## src/rtl/rtc_clcd_clock_display.sv

```systemverilog
// Reads the DS1302 time registers and writes "HH:MM:SS" to the character LCD.
// Skips the LCD write when the time has not changed since the last display.
module rtc_clcd_clock_display #(
   parameter int unsigned REFRESH_CYCLES = 25_000_000,
   parameter int unsigned LCD_ROW        = 0,
   parameter int unsigned LCD_COL        = 0,
   parameter int unsigned BUSY_TIMEOUT   = 4096
) (
   input  logic       clk,
   input  logic       reset_p,
   input  logic       i_enable,
   output logic [7:0] o_rtc_addr,
   output logic [7:0] o_rtc_data,
   output logic       o_rtc_valid,
   input  logic       i_rtc_busy,
   input  logic [7:0] i_rtc_receive,
   output logic [7:0] o_data,
   output logic       o_RS,
   output logic       o_RW,
   output logic       o_valid,
   input  logic       i_busy,
   output logic [7:0] o_sec,
   output logic [7:0] o_min,
   output logic [7:0] o_hour,
   output logic       o_update,
   output logic       o_err
);

   localparam int unsigned TIMER_W = (REFRESH_CYCLES > 1) ? $clog2(REFRESH_CYCLES) : 1;
   localparam int unsigned TMO_W   = (BUSY_TIMEOUT > 1) ? $clog2(BUSY_TIMEOUT) : 1;
   localparam logic [TIMER_W-1:0] TIMER_MAX = TIMER_W'(REFRESH_CYCLES - 1);
   localparam logic [TMO_W-1:0]   TMO_MAX   = TMO_W'(BUSY_TIMEOUT - 1);
   localparam logic [7:0] CMD_BYTE = 8'h80 | ((LCD_ROW != 0) ? 8'h40 : 8'h00) | 8'(LCD_COL);

   typedef enum logic [2:0] {
      IDLE, RD_REQ, RD_WAIT_LO, CMP, LCD_REQ, LCD_WAIT_LO, DONE
   } state_t;

   state_t             state, state_nx;
   logic [TIMER_W-1:0] timer, timer_nx;
   logic [TMO_W-1:0]   tmo, tmo_nx;
   logic [1:0]         k, k_nx;
   logic [3:0]         j, j_nx;
   logic [7:0]         cap_sec, cap_min, cap_hour;
   logic [7:0]         cap_sec_nx, cap_min_nx, cap_hour_nx;
   logic [7:0]         shd_sec, shd_min, shd_hour;
   logic [7:0]         shd_sec_nx, shd_min_nx, shd_hour_nx;
   logic [7:0]         sec_nx, min_nx, hour_nx;
   logic [7:0]         rtc_addr_nx, data_nx;
   logic               rtc_valid_nx, valid_nx, rs_nx, update_nx, err_nx;

   assign o_rtc_data = 8'h00;
   assign o_RW       = 1'b0;

   function automatic logic [7:0] digit(input logic [3:0] n);
      return 8'h30 + {4'h0, n};
   endfunction

   // Character for LCD transfer idx (1..8) of "HH:MM:SS".
   function automatic logic [7:0] lcd_char(input logic [3:0] idx, input logic [7:0] h,
                                           input logic [7:0] m, input logic [7:0] s);
      case (idx)
         4'd1:    return digit(h[7:4]);
         4'd2:    return digit(h[3:0]);
         4'd4:    return digit(m[7:4]);
         4'd5:    return digit(m[3:0]);
         4'd7:    return digit(s[7:4]);
         4'd8:    return digit(s[3:0]);
         default: return 8'h3A;
      endcase
   endfunction

   // State and datapath registers.
   always_ff @(posedge clk or posedge reset_p) begin
      if (reset_p) begin
         state       <= IDLE;
         timer       <= '0;
         tmo         <= '0;
         k           <= '0;
         j           <= '0;
         cap_sec     <= '0;
         cap_min     <= '0;
         cap_hour    <= '0;
         shd_sec     <= 8'hFF;
         shd_min     <= 8'hFF;
         shd_hour    <= 8'hFF;
         o_sec       <= '0;
         o_min       <= '0;
         o_hour      <= '0;
         o_rtc_addr  <= '0;
         o_rtc_valid <= 1'b0;
         o_data      <= '0;
         o_RS        <= 1'b0;
         o_valid     <= 1'b0;
         o_update    <= 1'b0;
         o_err       <= 1'b0;
      end else begin
         state       <= state_nx;
         timer       <= timer_nx;
         tmo         <= tmo_nx;
         k           <= k_nx;
         j           <= j_nx;
         cap_sec     <= cap_sec_nx;
         cap_min     <= cap_min_nx;
         cap_hour    <= cap_hour_nx;
         shd_sec     <= shd_sec_nx;
         shd_min     <= shd_min_nx;
         shd_hour    <= shd_hour_nx;
         o_sec       <= sec_nx;
         o_min       <= min_nx;
         o_hour      <= hour_nx;
         o_rtc_addr  <= rtc_addr_nx;
         o_rtc_valid <= rtc_valid_nx;
         o_data      <= data_nx;
         o_RS        <= rs_nx;
         o_valid     <= valid_nx;
         o_update    <= update_nx;
         o_err       <= err_nx;
      end
   end

   // Next-state and next-output logic.
   always_comb begin
      state_nx     = state;
      timer_nx     = timer;
      tmo_nx       = tmo;
      k_nx         = k;
      j_nx         = j;
      cap_sec_nx   = cap_sec;
      cap_min_nx   = cap_min;
      cap_hour_nx  = cap_hour;
      shd_sec_nx   = shd_sec;
      shd_min_nx   = shd_min;
      shd_hour_nx  = shd_hour;
      sec_nx       = o_sec;
      min_nx       = o_min;
      hour_nx      = o_hour;
      rtc_addr_nx  = o_rtc_addr;
      rtc_valid_nx = o_rtc_valid;
      data_nx      = o_data;
      rs_nx        = o_RS;
      valid_nx     = o_valid;
      update_nx    = 1'b0;
      err_nx       = 1'b0;

      case (state)
         IDLE: begin
            if (timer != TIMER_MAX) begin
               timer_nx = timer + 1'b1;
            end else if (i_enable && !i_busy && !i_rtc_busy) begin
               state_nx     = RD_REQ;
               timer_nx     = '0;
               tmo_nx       = '0;
               k_nx         = '0;
               rtc_addr_nx  = 8'h81;
               rtc_valid_nx = 1'b1;
            end
         end

         RD_REQ: begin
            if (i_rtc_busy) begin
               rtc_valid_nx = 1'b0;
               tmo_nx       = '0;
               state_nx     = RD_WAIT_LO;
            end else if (tmo == TMO_MAX) begin
               rtc_valid_nx = 1'b0;
               err_nx       = 1'b1;
               tmo_nx       = '0;
               state_nx     = IDLE;
            end else begin
               tmo_nx = tmo + 1'b1;
            end
         end

         RD_WAIT_LO: begin
            if (!i_rtc_busy) begin
               case (k)
                  2'd0:    cap_sec_nx  = i_rtc_receive & 8'h7F;
                  2'd1:    cap_min_nx  = i_rtc_receive & 8'h7F;
                  default: cap_hour_nx = i_rtc_receive & 8'h3F;
               endcase
               tmo_nx = '0;
               if (k == 2'd2) begin
                  state_nx = CMP;
               end else begin
                  k_nx         = k + 2'd1;
                  rtc_addr_nx  = 8'h81 + 8'({k_nx, 1'b0});
                  rtc_valid_nx = 1'b1;
                  state_nx     = RD_REQ;
               end
            end else if (tmo == TMO_MAX) begin
               err_nx   = 1'b1;
               tmo_nx   = '0;
               state_nx = IDLE;
            end else begin
               tmo_nx = tmo + 1'b1;
            end
         end

         CMP: begin
            if (cap_sec == shd_sec && cap_min == shd_min && cap_hour == shd_hour) begin
               state_nx = IDLE;
            end else begin
               sec_nx   = cap_sec;
               min_nx   = cap_min;
               hour_nx  = cap_hour;
               j_nx     = '0;
               data_nx  = CMD_BYTE;
               rs_nx    = 1'b0;
               valid_nx = 1'b1;
               tmo_nx   = '0;
               state_nx = LCD_REQ;
            end
         end

         LCD_REQ: begin
            if (i_busy) begin
               valid_nx = 1'b0;
               tmo_nx   = '0;
               state_nx = LCD_WAIT_LO;
            end else if (tmo == TMO_MAX) begin
               valid_nx = 1'b0;
               err_nx   = 1'b1;
               tmo_nx   = '0;
               state_nx = IDLE;
            end else begin
               tmo_nx = tmo + 1'b1;
            end
         end

         LCD_WAIT_LO: begin
            if (!i_busy) begin
               tmo_nx = '0;
               if (j == 4'd8) begin
                  state_nx = DONE;
               end else begin
                  j_nx     = j + 4'd1;
                  data_nx  = lcd_char(j_nx, cap_hour, cap_min, cap_sec);
                  rs_nx    = 1'b1;
                  valid_nx = 1'b1;
                  state_nx = LCD_REQ;
               end
            end else if (tmo == TMO_MAX) begin
               err_nx   = 1'b1;
               tmo_nx   = '0;
               state_nx = IDLE;
            end else begin
               tmo_nx = tmo + 1'b1;
            end
         end

         DONE: begin
            shd_sec_nx  = cap_sec;
            shd_min_nx  = cap_min;
            shd_hour_nx = cap_hour;
            update_nx   = 1'b1;
            state_nx    = IDLE;
         end

         default: state_nx = IDLE;
      endcase
   end

endmodule

```

## config.mk

```make
export PLATFORM = sky130hd
export DESIGN_NAME = rtc_clcd_clock_display
export DESIGN_NICKNAME = d
export VERILOG_FILES = /design/src/rtl/rtc_clcd_clock_display.sv
export SDC_FILE = /design/constraint.sdc
export NUM_CORES = 1
export LEC_CHECK = 0
export CAP_MARGIN = 20
export CELL_PAD_IN_SITES_DETAIL_PLACEMENT = 1
export CELL_PAD_IN_SITES_GLOBAL_PLACEMENT = 2
export CORE_ASPECT_RATIO = 1.25
export CORE_MARGIN = 2
export CORE_UTILIZATION = 37
export DETAILED_ROUTE_END_ITERATION = 8
export GPL_TIMING_DRIVEN = 0
export PLACE_DENSITY_LB_ADDON = 0.1
export SYNTH_ARGS = -nofsm -noshare
export SYNTH_HDL_FRONTEND = slang
export SYNTH_SLANG_ARGS = --single-unit
```

## constraint.sdc

```tcl
create_clock -name clk -period 5.5 [get_ports clk]
set_input_delay 1.1 -clock clk [delete_from_list [all_inputs] [get_ports clk]]
set_output_delay 1.1 -clock clk [all_outputs]
set_load 0.02 [all_outputs]
```

==> flow_metrics.py <==
metrics = {
    "critical_path": {
        "crit_family": "simple AND/OR/NAND/NOR gates",
        "worstPathBufferInverterCount": 1,
        "r2r-end": "o_min[4]",
        "cp_slowest_cell": "clkdlybuf4s50_1",
        "reg2reg_depth": 6,
        "setup.worst_path.class": "in -> reg",
        "cp-end-kind": "flop",
        "timing.rr.start": "cap_min[2]",
        "reg2reg_slack_ps": 2520,
        "worstPathMaxFanout": 6,
        "arrival_ps": 3470,
        "worstSetupStartpointType": "input pin",
        "crit_chain": "clkdlybuf4s50_1, or3b_2, nor4_1, a21oi_2, a21o_4, or2_4, o32a_1",
        "crit_required_ps": 5810,
        "critPathMaxStageDelay_ps": 570,
    },
    "sta": {
        "maxSlewHeadroom": 0.4118,
        "finalHoldViolCount": 0,
        "period_needed_ps": 3158,
        "fmax_mhz": 316.6,
        "slew_violations": 0,
        "period_share": 0.5742,
        "fin_setup_tns_ps": 0,
        "rsz0062_at_grt": "false",
        "fin_skew_ps": 11.76,
        "worst_slew_pin_slew_ps": 874.2,
        "whs_ps": 488.0,
        "finalSetupViolations": 0,
    },
    "finish": {
        "fillers": 1724,
        "area_growth_pct": 23.68,
        "drive_gt1_frac": 0.2468,
        "nNetsFinal": 642,
        "layout_commonest_cell": "dfrtp_1",
        "mostFrequentLayoutCells": "dfrtp_1, mux2_2, clkdlybuf4s50_1",
        "antenna_cells": 0,
    },
    "pwr": {
        "finalPower_mw": 3.609,
        "leakage_nw": 3.357,
        "p_per_area_nw_per_um2": 496.7,
        "peakVddDrop_v": 0.0002224,
    },
    "yosys": {
        "syn_area_per_cell_sq_um": 10.98,
        "syn_inst": 535,
        "synth_flop_cell": "dfrtp_1",
        "synth.top_cell.area_share": 0.4132,
        "synthTopCellsByArea": "dfrtp_1, mux2_2, dfstp_2, xor2_1, nand3_1",
        "synth_edf_count": 0,
        "seq_area_frac_synth": 0.5071,
        "synth_top_cell_by_area": "dfrtp_1",
        "postSynth.asyncResetShare": 1.000,
        "synth_cell_types": 62,
        "yosys_warnings": 0,
        "syn_area_sq_um": 5874,
        "synth-seq-cells": 118,
    },
    "cts": {
        "cts_buffers": 17,
        "ctsHoldBuffers": 0,
        "cts-root-buf": "clkbuf_16",
        "cts_resized": 0,
        "h-tree-depth": 4,
        "path_clk_slew_ps": 70,
        "cts_tree": "yes",
        "cts_sinks": 118,
        "cts_setup_buffers": 0,
        "clock_latency_ps": 420,
        "cts.path.max_buffers": 2,
    },
    "die": {
        "die-area_sq_um": 16910,
        "num_io_pins": 67,
        "start_util": 0.3773,
        "die_y_um": 144.9,
        "core_sq_um": 15570,
        "core.rowCount": 51,
        "die_w_um": 116.7,
    },
    "hold_path": {
        "hold_class": "reg -> reg",
        "hold-path-cell-count": 1,
        "holdCritStartpoint": "timer[24]",
        "holdPathEnd": "timer[24]",
    },
    "placement": {
        "io_buffer_count": 47,
        "hpwl_um": 10950,
        "gp_congestion": 0.7783,
    },
    "grt": {
        "grt_pass1_wl_um": 24800,
        "antenna_found_initial": 0,
        "grt_start_max_net_pins": 66,
        "grt_overflow_total": 0,
        "grt_pass1_vias": 4742,
        "grt_usage": 0.1927,
    },
    "drt": {
        "final_antenna_net_count": 0,
        "wire_per_inst_um": 17.92,
        "vias_per_cell": 5.241,
        "drc_errors": 0,
        "vias": 4423,
        "routed_wl_um": 15130,
        "drtPass1Iterations": 4,
        "drt_iter0_drc": 154,
    },
    "run": {
        "max-cap-violations": 0,
    },
    "run_status": {
        "status": "complete, no violations",
    },
}
[worst register-to-register path, stage by stage, from the launching register on]
cell and delay (ps):
dfrtp_1 460, xor2_1 190, nor4_1 580, nand4_1 240, o21ai_0 330, clkbuf_1 650
mux2_2 420
[cell families (layout without fill, tap and decap cells)]
group / after synthesis / after routing / share of synthesized area
multiplexers: 65 / 65 / 0.1240
flip-flops: 118 / 118 / 0.5071
XOR/XNOR: 38 / 38 / 0.05666
buffers and inverters: 51 / 131 / 0.04728
other: 1 / 18 / 0.0006384
AND/OR/NAND/NOR: 171 / 171 / 0.1508
AO/OA/AOI/OAI: 81 / 81 / 0.09223
adder cells (fa/ha/maj): 10 / 10 / 0.02130
[synthesized netlist by cell type, types with 10 or more instances]
cell     count
a21oi_1     11
a31oi_1     15
buf_4       21
dfrtp_1     97
dfstp_2     21
ha_1        10
inv_1       14
mux2_2      62
nand2_1     32
nand3_1     33
nand4_1     11
nor2_1      35
nor3_1      15
nor4_1      10
o21ai_0     22
xnor2_1     11
xor2_1      27
[worst max path at each step]
stage | startpoint | to | slack [ps] | cells past startpoint
after floorplan | reset_p | cap_hour[0] | 1310 | 1
after global placement | reset_p | o_update | -570 | 2
after detailed placement | i_rtc_busy | tmo[11] | 1920 | 7
after CTS | i_rtc_busy | tmo[11] | 2370 | 7
after global routing | i_busy | tmo[4] | 2250 | 7
final | i_rtc_busy | tmo[11] | 2340 | 7
[layer usage]
metal / track usage / up-vias / wire length, um
met5: 0 / - / 0
met4: 0.07121 / 0 / 301
met3: 0.04373 / 21 / 412
met2: 0.3480 / 68 / 8178
met1: 0.2204 / 2263 / 6234
li1: - / 2071 / -
[stage by stage]
stage,util,std cells,setup slack [ps],cell area [sq um]
3_3_place_gp,0.4286,811,-574.3,6674
3_5_place_dp,0.4307,812,1921,6706
5_1_grt,0.4667,844,2247,7266
2_1_floorplan,-,552,1306,5938
6_report,0.4667,844,2342,7266
4_1_cts,0.4667,844,2375,7266
[registers in the layout, indices dropped and copies added, names as in the netlist, 2 cells and up]
signal,cells
shd_min,7
cap_hour,6
j,4
o_data,6
o_hour,6
state,3
tmo,12
cap_min,7
o_min,7
shd_hour,7
cap_sec,7
o_sec,7
shd_sec,7
o_rtc_addr,2
timer,25
[power breakdown]
group          leakage (nW)  switching (mW)  internal [mW]  total (mW)
logic                  1.63           0.698          0.545        1.24
clock network         0.270           0.463          0.594        1.06
registers              1.46           0.234           1.07        1.31
total                  3.36            1.40           2.21        3.61
[cell type report]
class	instances	area [sq um]	share of cell area
Timing Repair Buffer	48	498.0	0.06854
Buffer	37	225.2	0.03100
Sequential cell	118	2979	0.4100
Inverter	14	57.56	0.007921
Clock buffer	17	425.4	0.05855
Tap cell	212	265.3	0.03651
Multi-Input combinational cell	383	2681	0.3690
Clock inverter	15	133.9	0.01843
No activity file was read; power rests on OpenSTA's default activity.
